File: src/rtl/axil_reg_responder.sv
// rtl/axil_reg_responder.sv - AXI4-Lite slave register file with byte strobes and SLVERR decode
module axil_reg_responder #(
  parameter int DATA_WIDTH = 32,
  parameter int ADDR_WIDTH = 6,
  parameter int NUM_REGS   = 12
) (
  input  logic                      aclk,
  input  logic                      aresetn,

  input  logic [ADDR_WIDTH-1:0]     s_axi_awaddr,
  input  logic [2:0]                s_axi_awprot,
  input  logic                      s_axi_awvalid,
  output logic                      s_axi_awready,

  input  logic [DATA_WIDTH-1:0]     s_axi_wdata,
  input  logic [DATA_WIDTH/8-1:0]   s_axi_wstrb,
  input  logic                      s_axi_wvalid,
  output logic                      s_axi_wready,

  output logic [1:0]                s_axi_bresp,
  output logic                      s_axi_bvalid,
  input  logic                      s_axi_bready,

  input  logic [ADDR_WIDTH-1:0]     s_axi_araddr,
  input  logic [2:0]                s_axi_arprot,
  input  logic                      s_axi_arvalid,
  output logic                      s_axi_arready,

  output logic [DATA_WIDTH-1:0]     s_axi_rdata,
  output logic [1:0]                s_axi_rresp,
  output logic                      s_axi_rvalid,
  input  logic                      s_axi_rready
);

  localparam int STRB_W = DATA_WIDTH / 8;
  localparam int IDX_W  = ADDR_WIDTH - 2;
  localparam logic [IDX_W:0] C_NUM_REGS = NUM_REGS[IDX_W:0];
  localparam logic [1:0] C_OKAY   = 2'b00;
  localparam logic [1:0] C_SLVERR = 2'b10;

  logic                  r_live;
  logic                  r_aw_held;
  logic                  r_w_held;
  logic [IDX_W-1:0]      r_aw_idx;
  logic [DATA_WIDTH-1:0] r_wdata;
  logic [STRB_W-1:0]     r_wstrb;
  logic                  r_bvalid;
  logic [1:0]            r_bresp;
  logic                  r_rvalid;
  logic [1:0]            r_rresp;
  logic [DATA_WIDTH-1:0] r_rdata;
  logic [DATA_WIDTH-1:0] r_regs [NUM_REGS];

  logic                  w_awready;
  logic                  w_wready;
  logic                  w_arready;
  logic                  w_aw_hs;
  logic                  w_w_hs;
  logic                  w_ar_hs;
  logic                  w_commit;
  logic                  w_aw_in_range;
  logic [IDX_W-1:0]      w_ar_idx;
  logic                  w_ar_in_range;
  logic                  w_unused_ok;

  // Readies stay low for one cycle after reset release via r_live.
  assign w_awready = r_live & ~r_aw_held & ~r_bvalid;
  assign w_wready  = r_live & ~r_w_held  & ~r_bvalid;
  assign w_arready = r_live & ~r_rvalid;

  assign w_aw_hs  = s_axi_awvalid & w_awready;
  assign w_w_hs   = s_axi_wvalid  & w_wready;
  assign w_ar_hs  = s_axi_arvalid & w_arready;
  assign w_commit = r_aw_held & r_w_held;

  assign w_aw_in_range = ({1'b0, r_aw_idx} < C_NUM_REGS);
  assign w_ar_idx      = s_axi_araddr[ADDR_WIDTH-1:2];
  assign w_ar_in_range = ({1'b0, w_ar_idx} < C_NUM_REGS);

  // Protection bits and the byte offset within a word carry no meaning here.
  assign w_unused_ok = ^{s_axi_awprot, s_axi_arprot, s_axi_awaddr[1:0], s_axi_araddr[1:0]};

  always_ff @(posedge aclk) begin
    if (!aresetn) begin
      r_live    <= 1'b0;
      r_aw_held <= 1'b0;
      r_w_held  <= 1'b0;
      r_aw_idx  <= '0;
      r_wdata   <= '0;
      r_wstrb   <= '0;
      r_bvalid  <= 1'b0;
      r_bresp   <= C_OKAY;
    end else begin
      r_live <= 1'b1;
      if (w_aw_hs) begin
        r_aw_idx  <= s_axi_awaddr[ADDR_WIDTH-1:2];
        r_aw_held <= 1'b1;
      end
      if (w_w_hs) begin
        r_wdata  <= s_axi_wdata;
        r_wstrb  <= s_axi_wstrb;
        r_w_held <= 1'b1;
      end
      if (w_commit) begin
        r_aw_held <= 1'b0;
        r_w_held  <= 1'b0;
        r_bvalid  <= 1'b1;
        r_bresp   <= w_aw_in_range ? C_OKAY : C_SLVERR;
      end else if (r_bvalid && s_axi_bready) begin
        r_bvalid <= 1'b0;
        r_bresp  <= C_OKAY;
      end
    end
  end

  // Nonblocking update means a same-edge read sees the pre-write contents.
  always_ff @(posedge aclk) begin
    if (!aresetn) begin
      for (int i = 0; i < NUM_REGS; i++) begin
        r_regs[i] <= '0;
      end
    end else if (w_commit && w_aw_in_range) begin
      for (int b = 0; b < STRB_W; b++) begin
        if (r_wstrb[b]) begin
          r_regs[r_aw_idx][8*b +: 8] <= r_wdata[8*b +: 8];
        end
      end
    end
  end

  always_ff @(posedge aclk) begin
    if (!aresetn) begin
      r_rvalid <= 1'b0;
      r_rresp  <= C_OKAY;
      r_rdata  <= '0;
    end else if (w_ar_hs) begin
      r_rvalid <= 1'b1;
      r_rresp  <= w_ar_in_range ? C_OKAY : C_SLVERR;
      r_rdata  <= w_ar_in_range ? r_regs[w_ar_idx] : '0;
    end else if (r_rvalid && s_axi_rready) begin
      r_rvalid <= 1'b0;
    end
  end

  assign s_axi_awready = w_awready;
  assign s_axi_wready  = w_wready;
  assign s_axi_arready = w_arready;
  assign s_axi_bvalid  = r_bvalid;
  assign s_axi_bresp   = r_bresp;
  assign s_axi_rvalid  = r_rvalid;
  assign s_axi_rresp   = r_rresp;
  assign s_axi_rdata   = r_rdata;

endmodule

File: config.mk
export PLATFORM = sky130hd
export DESIGN_NAME = axil_reg_responder
export DESIGN_NICKNAME = d
export VERILOG_FILES = /design/src/rtl/axil_reg_responder.sv
export SDC_FILE = /design/constraint.sdc
export NUM_CORES = 1
export LEC_CHECK = 0
export CORE_UTILIZATION = 59
export CTS_CLUSTER_DIAMETER = 200
export CTS_CLUSTER_SIZE = 10
export DETAILED_ROUTE_END_ITERATION = 6
export PLACE_DENSITY = 0.77
export SKIP_CTS_REPAIR_TIMING = 1
export SLEW_MARGIN = 25
export SYNTH_ARGS = -nofsm -noshare
export SYNTH_HDL_FRONTEND = slang
export SYNTH_SLANG_ARGS = --single-unit
File: constraint.sdc
create_clock -name aclk -period 2.4 [get_ports aclk]
set_input_delay 0.48 -clock aclk [delete_from_list [all_inputs] [get_ports aclk]]
set_output_delay 0.48 -clock aclk [all_outputs]
set_load 0.005 [all_outputs]
==> results of run 1 <==
-- power groups by stage --
stage / logic (mW) / clock network, mW / registers, mW
final: 1.12 / 7.10 / 9.15
after global routing: 1.19 / 7.51 / 9.17
after CTS: 1.13 / 7.16 / 9.14
after detailed placement: 1.12 / 0 / 9.30
after global placement: 1.09 / 0 / 9.28
after floorplan: 0.693 / 0 / 9.19
-- per-layer routing --
layer / vias up / GRT usage, %
li1: 5574 / -
met1: 6098 / 34.43
met2: 453 / 46.93
met3: 96 / 3.912
met4: 0 / 10.16
met5: - / 0
-- area by class of cell --
type | instances | share of cell area, %
Multi-Input combinational cell | 904 | 28.81
Timing Repair Buffer | 168 | 7.125
Clock buffer | 95 | 6.264
Clock inverter | 1 | 0.03697
Inverter | 3 | 0.04753
Tap cell | 448 | 2.366
Sequential cell | 463 | 55.35
-- sequential cells by signal, indices dropped and copies added (netlist names) --
signal	flops
r_regs	384
r_wdata	32
r_aw_idx	4
r_aw_held	1
s_axi_rvalid	1
r_live	1
s_axi_bvalid	1
s_axi_bresp	1
r_w_held	1
s_axi_rresp	1
s_axi_rdata	32
r_wstrb	4
-- per-stage QoR --
stage	hold slack [ns]	instance area [um2]	setup TNS, ns	cells	total power, mW
after floorplan	0.4366	20420	0	1472	9.883
after global placement	0.4510	22190	-4.699	1986	10.37
after detailed placement	0.4514	22190	-10.28	1986	10.42
after CTS	0.4586	23680	0	2082	17.43
after global routing	0.4805	23690	0	2082	17.87
final	0.4589	23690	0	2082	17.37
-- critical path: cells and delay by family, from the launching register on --
family                 cells  cell delay (ns)
and+or+nand+nor            1             0.29
DFF                        1             0.38
buffers and inverters      1             0.56
-- cell families (layout without fill, tap and decap cells) --
group           Yosys count  count (layout)  share of synthesized area [%]
buf+inv                 105             267                          2.506
compound gates          188             188                          5.797
simple gates            550             550                          15.50
flops                   463             463                          64.22
other cells               1               2                        0.01837
mux                     164             164                          11.96
-- cell usage in the layout, fill, tap and decap left out, types with 2 or more instances in the layout --
master,n
buf_2,2
mux2i_1,100
clkbuf_16,53
a22o_1,32
inv_1,2
o21ai_0,57
nand2_1,84
mux4_2,64
buf_4,62
nor2_2,32
o22a_1,32
clkbuf_1,42
o21ai_1,23
nand2b_1,2
and2_1,386
edfxtp_1,384
conb_1,2
dfxtp_1,79
clkdlybuf4s50_1,86
buf_12,17
nand3_1,9
nor2b_1,4
nor2_1,24
a21oi_1,42
nand3b_1,2
-- final timing paths --
check	from	end	cells after the start
max	s_axi_bvalid	s_axi_awready	2
min	r_wstrb[1]	r_wstrb[1]	2
max reg2reg	r_aw_idx[1]	r_regs[11][26]	4
min reg2reg	r_wstrb[1]	r_wstrb[1]	2
==> flow_summary.yaml, run 1 <==
floorplanning:
  chipHeight_um: 188.0
  die_area_um2: 35360
  fp-row-count: 67
  die_w_um: 188.0
  pin_count: 102
  initial_core_util_pct: 60.44
  coreArea_um2: 33780
power:
  switching_share_pct: 21.73
  powerDensity_nw_per_um2: 733.1
  power.switching_mw: 3.774
  clkPwrFrac_pct: 40.9
  p_seq_share_pct: 52.7
  p_int_mw: 13.59
  leakage_nw: 8.668
  combPwrFrac_pct: 6.4
  ir_drop_mv: 0.5862
layout:
  seqCellArea_um2: 13110
  syn_to_final_growth_pct: 16.02
  n_antenna_cell: 0
  multi_input_area_um2: 6825
  fin_util_pct: 70.12
  final_nets: 1653
  layout-drive-gt1-share_pct: 14.57
  fill_cells: 2241
clock_network:
  worstSkewPairLatency_ns: 0.55
  clkTransAtPathRegs_ns: 0.05
  cts_num_sinks: 463
  htree_levels: 2
  cts_buffer_depth: 3
  numCtsBuffers: 52
  cts_root_buf: "clkbuf_16"
  cts_tree: "done"
synth:
  synth_most_common_cell: "and2_1"
  syn_inst: 1471
  async_flop_share_pct: 0
  synth_common_cells: "and2_1 (387), edfxtp_1 (384), mux2i_1 (100)"
  synth_top_area_cell: "edfxtp_1"
  synthFlopType: "edfxtp_1"
  ys_seq_area_share_pct: 64.22
  synth_warnings: 0
  synth_edf_count: 384
  synth-seq-cells: 463
  netlist_area_um2: 20420
  syn-mean-instance-area_um2: 13.88
  synth.area.top_cells: "edfxtp_1 (56%), and2_1 (12%), dfxtp_1 (7.7%)"
  yosysTopAreaCellShare_pct: 56.47
  yosysUniqueCellTypes: 28
sta:
  setup_viol: 0
  skew_ns: 0.01505
  slew_viol_final: 0
  relSlewSlack_pct: 57.03
  fin_crit_ns: 2.257
  hold_viol_final: 0
  worst_slew_pin_slew_ns: 0.6427
  worst_slack_ns: 0.1435
  rsz0062_at_grt: "false"
  fin_crit_sh_pct: 94.02
  fmax_mhz: 443.2
routing:
  vias: 12221
  firstDrtPassIters: 6
  dr_wl_met3_um: 3114
  ant_nets: 0
  wl_met2_um: 23840
  top_layer_used: "met4"
  drc: 0
  drt_iter0_drc: 1036
  routedWlPerCell_um: 22.49
  drt-met1-wl_um: 18240
  wl_um: 46820
  vias_per_cell: 5.870
worst_setup_path:
  r2r_slack_ns: 0.26
  cp_max_fo: 5
  required_ns: 1.92
  path_cells: "nor3b_1 > clkdlybuf4s50_1"
  max_stage_delay_ns: 0.56
  worst_path_max_delay_cell: "clkdlybuf4s50_1"
  critPathLaunchType: "flip-flop"
  cp-end-kind: "output pin"
  cp.arrival_ns: 1.78
  crit_type: "reg2out"
grt:
  antenna_found_initial: 0
  grt_pass1_wl_um: 71420
  grt_pass1_vias: 12379
  grt_overflow: 0
  grt_max_degree: 51
  grtUsageTotal_pct: 27.02
place:
  gp_congestion: 0.7893
  port_buffers: 89
  place_worst_setup_slack_ns: -0.1195
  place_hpwl_um: 30320
min_path:
  hold_path.class: "reg2reg"
job:
  cap_violations: 0
status:
  status: "complete, no violations"
No activity file was read; power rests on OpenSTA's default activity.
==> inputs of run 2 (changes only) <==
Settings changed: CORE_UTILIZATION 59 to 45, PLACE_DENSITY 0.77 to 0.62.
==> run 2 against run 1 <==
  * Worst hold slack got worse by 0.016 ns
  * Clock power is 1% higher
  * Combinational power about the same
  * Critical path type unchanged
  * Critical path depth unchanged
  * Fmax decreased by 0.98%
  * Worst setup slack worse by 0.022 ns
==> flow_summary.yaml, run 2 (same netlist as run 1, synthesis figures left out) <==
status:
  status: "complete, no violations"
sta:
  worst_slew_pin_slew_ns: 0.6247
  skew_ns: 0.02460
  fmax_mhz: 438.8
  worst_slack_ns: 0.1211
  fin_crit_ns: 2.279
  hold_viol_final: 0
  rsz0062_at_grt: "false"
  whs_ns: 0.4426
  slew_viol_final: 0
  fin_crit_sh_pct: 94.95
  relSlewSlack_pct: 58.25
  setup_viol: 0
worst_setup_path:
  r2r_cells: 4
  critPathLaunchType: "flip-flop"
  path_cells: "nor3b_2 > clkdlybuf4s50_1"
  crit_family: "buffers and inverters"
  cp_max_fo: 3
  max_stage_delay_ns: 0.56
  cp-end-kind: "output pin"
  r2r-start: "r_aw_idx[1]"
  crit_type: "reg2out"
  r2r_slack_ns: 0.24
  required_ns: 1.92
  critPathBufInv: 1
  r2r_end: "r_regs[11][30]"
  cp.arrival_ns: 1.80
  cp-startpoint: "s_axi_bvalid"
  worst_path_max_delay_cell: "clkdlybuf4s50_1"
power:
  clkPwrFrac_pct: 41.1
  p_int_mw: 13.61
  power.total_mw: 17.45
  powerDensity_nw_per_um2: 727.3
  power.switching_mw: 3.840
  switching_share_pct: 22.00
  leakage_nw: 8.746
  ir_drop_mv: 0.4334
  combPwrFrac_pct: 6.5
  p_seq_share_pct: 52.3
floorplanning:
  die_area_um2: 46230
  coreArea_um2: 44510
  chipHeight_um: 215.0
  initial_core_util_pct: 45.87
  die_w_um: 215.0
  fp-row-count: 77
  pin_count: 102
routing:
  firstDrtPassIters: 5
  routedWlPerCell_um: 21.38
  vias_per_cell: 5.258
  wl_um: 47840
  ant_nets: 0
  vias: 11768
  drc: 0
  drt_iter0_drc: 877
layout:
  final_common_cell: "and2_1"
  fill_cells: 3694
  layout-drive-gt1-share_pct: 15.31
  multi_input_area_um2: 6830
  final_nets: 1664
  finalNonFillerCells: 2238
  n_antenna_cell: 0
  seqCellArea_um2: 13110
  syn_to_final_growth_pct: 17.53
  final_cell_mix: "and2_1 (386), edfxtp_1 (384), mux2i_1 (100)"
  design_area_um2: 24000
  largest_reg_flops: 384
  regMostFlops: "r_regs"
place:
  dp_cells: 2141
  port_buffers: 89
  place_area_um2: 22480
  gp_congestion: 0.7688
  place_worst_setup_slack_ns: -0.09004
  place_hpwl_um: 31660
grt:
  grt_overflow: 0
  antenna_found_initial: 0
  grt_max_degree: 51
  grt_pass1_wl_um: 72150
  grtUsageTotal_pct: 20.99
  grt_pass1_vias: 12054
clock_network:
  cts_num_sinks: 463
  worstSkewPairLatency_ns: 0.60
  htree_levels: 2
  clkTransAtPathRegs_ns: 0.06
  numCtsBuffers: 52
  cts_tree: "done"
  cts_root_buf: "clkbuf_16"
  cts_buffer_depth: 3
min_path:
  worstHoldEndpoint: "r_wstrb[3]"
  hold_depth: 3
  hp-start: "s_axi_wstrb[3]"
  hold_path.class: "in2reg"
job:
  cap_violations: 0
-- run 2: changes by cell type in the layout (fill, tap and decap cells not counted), sizes merged --
cell,previous run,this run
buf,82,93
inv,4,6
clkbuf,95,94
-- run 2: how the worst max path moves through the flow --
| stage | endpoint | slack [ns] | depth (start not counted) |
|---|---|---|---|
| after detailed placement | r_regs[9][23] | -0.09 | 7 |
| after CTS | s_axi_wready | -0.10 | 2 |
| after floorplan | r_regs[10][24] | 0.21 | 4 |
| after global placement | r_regs[9][20] | -0.07 | 7 |
| after global routing | s_axi_wready | 0.06 | 2 |
| final | s_axi_wready | 0.12 | 2 |
-- run 2: cell type report --
| class | count | share of cell area, % |
|---|---|---|
| multi-input cells | 904 | 28.46 |
| inverters | 3 | 0.04693 |
| well taps | 592 | 3.087 |
| clock inverters | 3 | 0.1095 |
| flip-flops and latches | 463 | 54.64 |
| clock buffers | 94 | 6.168 |
| repair buffers | 179 | 7.482 |
-- run 2: power by group through the flow --
stage,sequential (mW),combinational [mW],clock [mW]
2_1_floorplan,9.19,0.693,0
3_3_place_gp,9.29,1.14,0
5_1_grt,9.16,1.22,7.63
6_report,9.13,1.14,7.18
4_1_cts,9.14,1.16,7.33
3_5_place_dp,9.30,1.15,0
-- run 2: metrics by stage --
stage	util [%]	setup TNS, ns
4_1_cts	53.88	-0.1156
5_1_grt	53.91	0
6_report	53.91	0
3_3_place_gp	50.50	-1.236
3_5_place_dp	50.50	-2.228
2_1_floorplan	-	0
-- run 2: routing by layer --
metal | part of all wire (%) | GRT usage [%]
met4 | 2.8 | 7.352
met5 | 0 | 0
met1 | 42 | 26.34
met2 | 52 | 37.17
met3 | 3.9 | 2.831
-- run 2: worst reg2reg max path, stage by stage (launching register included) --
cell	delay [ns]
dfxtp_1	0.41
nor2b_1	0.29
nand3_1	0.51
nor2_1	0.62
and2_1	0.21
==> inputs of run 3 (changes only) <==
--- a/config.mk
+++ b/config.mk
@@ -7,2 +7,3 @@
 export LEC_CHECK = 0
+export ABC_CLOCK_PERIOD_IN_PS = 2400
 export CORE_UTILIZATION = 45
==> constraint.sdc (replaced) <==
create_clock -name aclk -period 2.4 [get_ports aclk]
set_input_delay 0.36 -clock aclk [delete_from_list [all_inputs] [get_ports aclk]]
set_output_delay 0.36 -clock aclk [all_outputs]
set_load 0.005 [all_outputs]
==> run 3 against run 2 <==
  * Flip-flop and latch count stayed put
  * Sequential share of layout area increased by 0.28 points
  * Power shrank 0.38%
  * Clock power decreased by 0.8%
  * Core utilization decreased by 0.28 points
  * Worst setup slack worse by 0.031 ns
  * Fmax down 1.3%
  * Register-to-register slack about the same
  * Largest cell class unchanged
  * First-iteration DRC count decreased by 3.6%
==> flow_summary.yaml, run 3 (same netlist as run 1, synthesis figures left out) <==
layout:
  syn_to_final_growth_pct: 16.92
  largest_reg_flops: 384
  regMostFlops: "r_regs"
  final_cell_mix: "and2_1 (386), edfxtp_1 (384), mux2i_1 (100)"
  n_antenna_cell: 0
  layout-drive-gt1-share_pct: 14.93
  finalNonFillerCells: 2233
  fin_util_pct: 53.63
  final_nets: 1662
  final_common_cell: "and2_1"
routing:
  routedWlPerCell_um: 21.67
  firstDrtPassIters: 5
  drc: 0
  vias_per_cell: 5.313
  ant_nets: 0
  vias: 11863
  wl_um: 48390
  drt_iter0_drc: 845
worst_setup_path:
  critPathLaunchType: "flip-flop"
  required_ns: 2.04
  cp.arrival_ns: 1.95
  cp_max_fo: 5
  cp-end-kind: "output pin"
  crit_type: "reg2out"
sta:
  rsz0062_at_grt: "false"
  fin_crit_sh_pct: 96.24
  skew_ns: 0.01822
  whs_ns: 0.3202
  fin_crit_ns: 2.310
  fin_tns_setup_ns: 0
  relSlewSlack_pct: 56.89
  hold_viol_final: 0
  worst_slew_pin_slew_ns: 0.6448
  slew_viol_final: 0
  fmax_mhz: 432.9
  setup_viol: 0
power:
  switching_share_pct: 21.90
  powerDensity_nw_per_um2: 728.3
  clkPwrFrac_pct: 41.0
  ir_drop_mv: 0.4223
  p_int_mw: 13.58
  combPwrFrac_pct: 6.5
  p_seq_share_pct: 52.6
  power.switching_mw: 3.807
  leakage_nw: 8.687
floorplanning:
  fp-row-count: 77
  die_w_um: 215.0
  die_area_um2: 46230
  chipHeight_um: 215.0
  initial_core_util_pct: 45.87
  coreArea_um2: 44510
  pin_count: 102
place:
  gp_congestion: 0.8117
  place_hpwl_um: 32240
  dp_cells: 2139
  port_buffers: 89
grt:
  grtUsageTotal_pct: 21.28
  grt_max_degree: 51
  grt_pass1_vias: 12254
  grt_pass1_wl_um: 72950
  grt_overflow: 0
  antenna_found_initial: 0
clock_network:
  cts_buffer_depth: 3
  cts_tree: "done"
  cts_num_sinks: 463
  clkTransAtPathRegs_ns: 0.06
  numCtsBuffers: 52
  htree_levels: 2
  cts_root_buf: "clkbuf_16"
  worstSkewPairLatency_ns: 0.58
status:
  status: "complete, no violations"
min_path:
  hold_path.class: "in2reg"
job:
  cap_violations: 0
## run 3: layout make-up
type	count	area (um2)
timing repair buffer	177	1705
multi-input combinational	904	6818
inverter	3	11.26
sequential	463	13110
clock buffer	93	1476
tap	592	740.7
clock inverter	1	8.758
fill	3729	20640
## run 3: worst paths after layout
path                         end  cells after the start  slack (ns)       startpoint
setup / recovery    s_axi_wready                      2        0.09     s_axi_bvalid
hold / removal       r_wdata[26]                      3        0.32  s_axi_wdata[26]
setup reg to reg  r_regs[11][30]                      4        0.24      r_aw_idx[1]
hold reg to reg   s_axi_rresp[1]                      2        0.45   s_axi_rresp[1]
## run 3: critical path, stage by stage (launching register included)
cell             delay, ns
dfxtp_1               0.39
nor3b_1               0.40
clkdlybuf4s50_1       0.58
## run 3: routing by layer
metal / wire (um) / GRT usage, % / up-vias
met5: 0 / 0 / -
met4: 1593 / 8.132 / 0
met3: 2174 / 2.845 / 80
met2: 24390 / 36.85 / 272
met1: 20240 / 27.17 / 5911
li1: - / - / 5600
## run 3: power groups by stage
stage	Clock [mW]	Sequential [mW]	Combinational, mW
2_1_floorplan	0	9.19	0.693
3_3_place_gp	0	9.29	1.13
3_5_place_dp	0	9.30	1.14
4_1_cts	7.26	9.14	1.15
5_1_grt	7.52	9.17	1.21
6_report	7.12	9.14	1.13
## run 3: through the flow
stage	setup slack [ns]	power, mW	cell area, um2
after floorplan	0.2974	9.883	20420
after global placement	0.03760	10.42	22390
after detailed placement	0.03577	10.45	22390
after CTS	0.07578	17.54	23870
after global routing	0.02630	17.89	23870
final	0.09022	17.39	23870
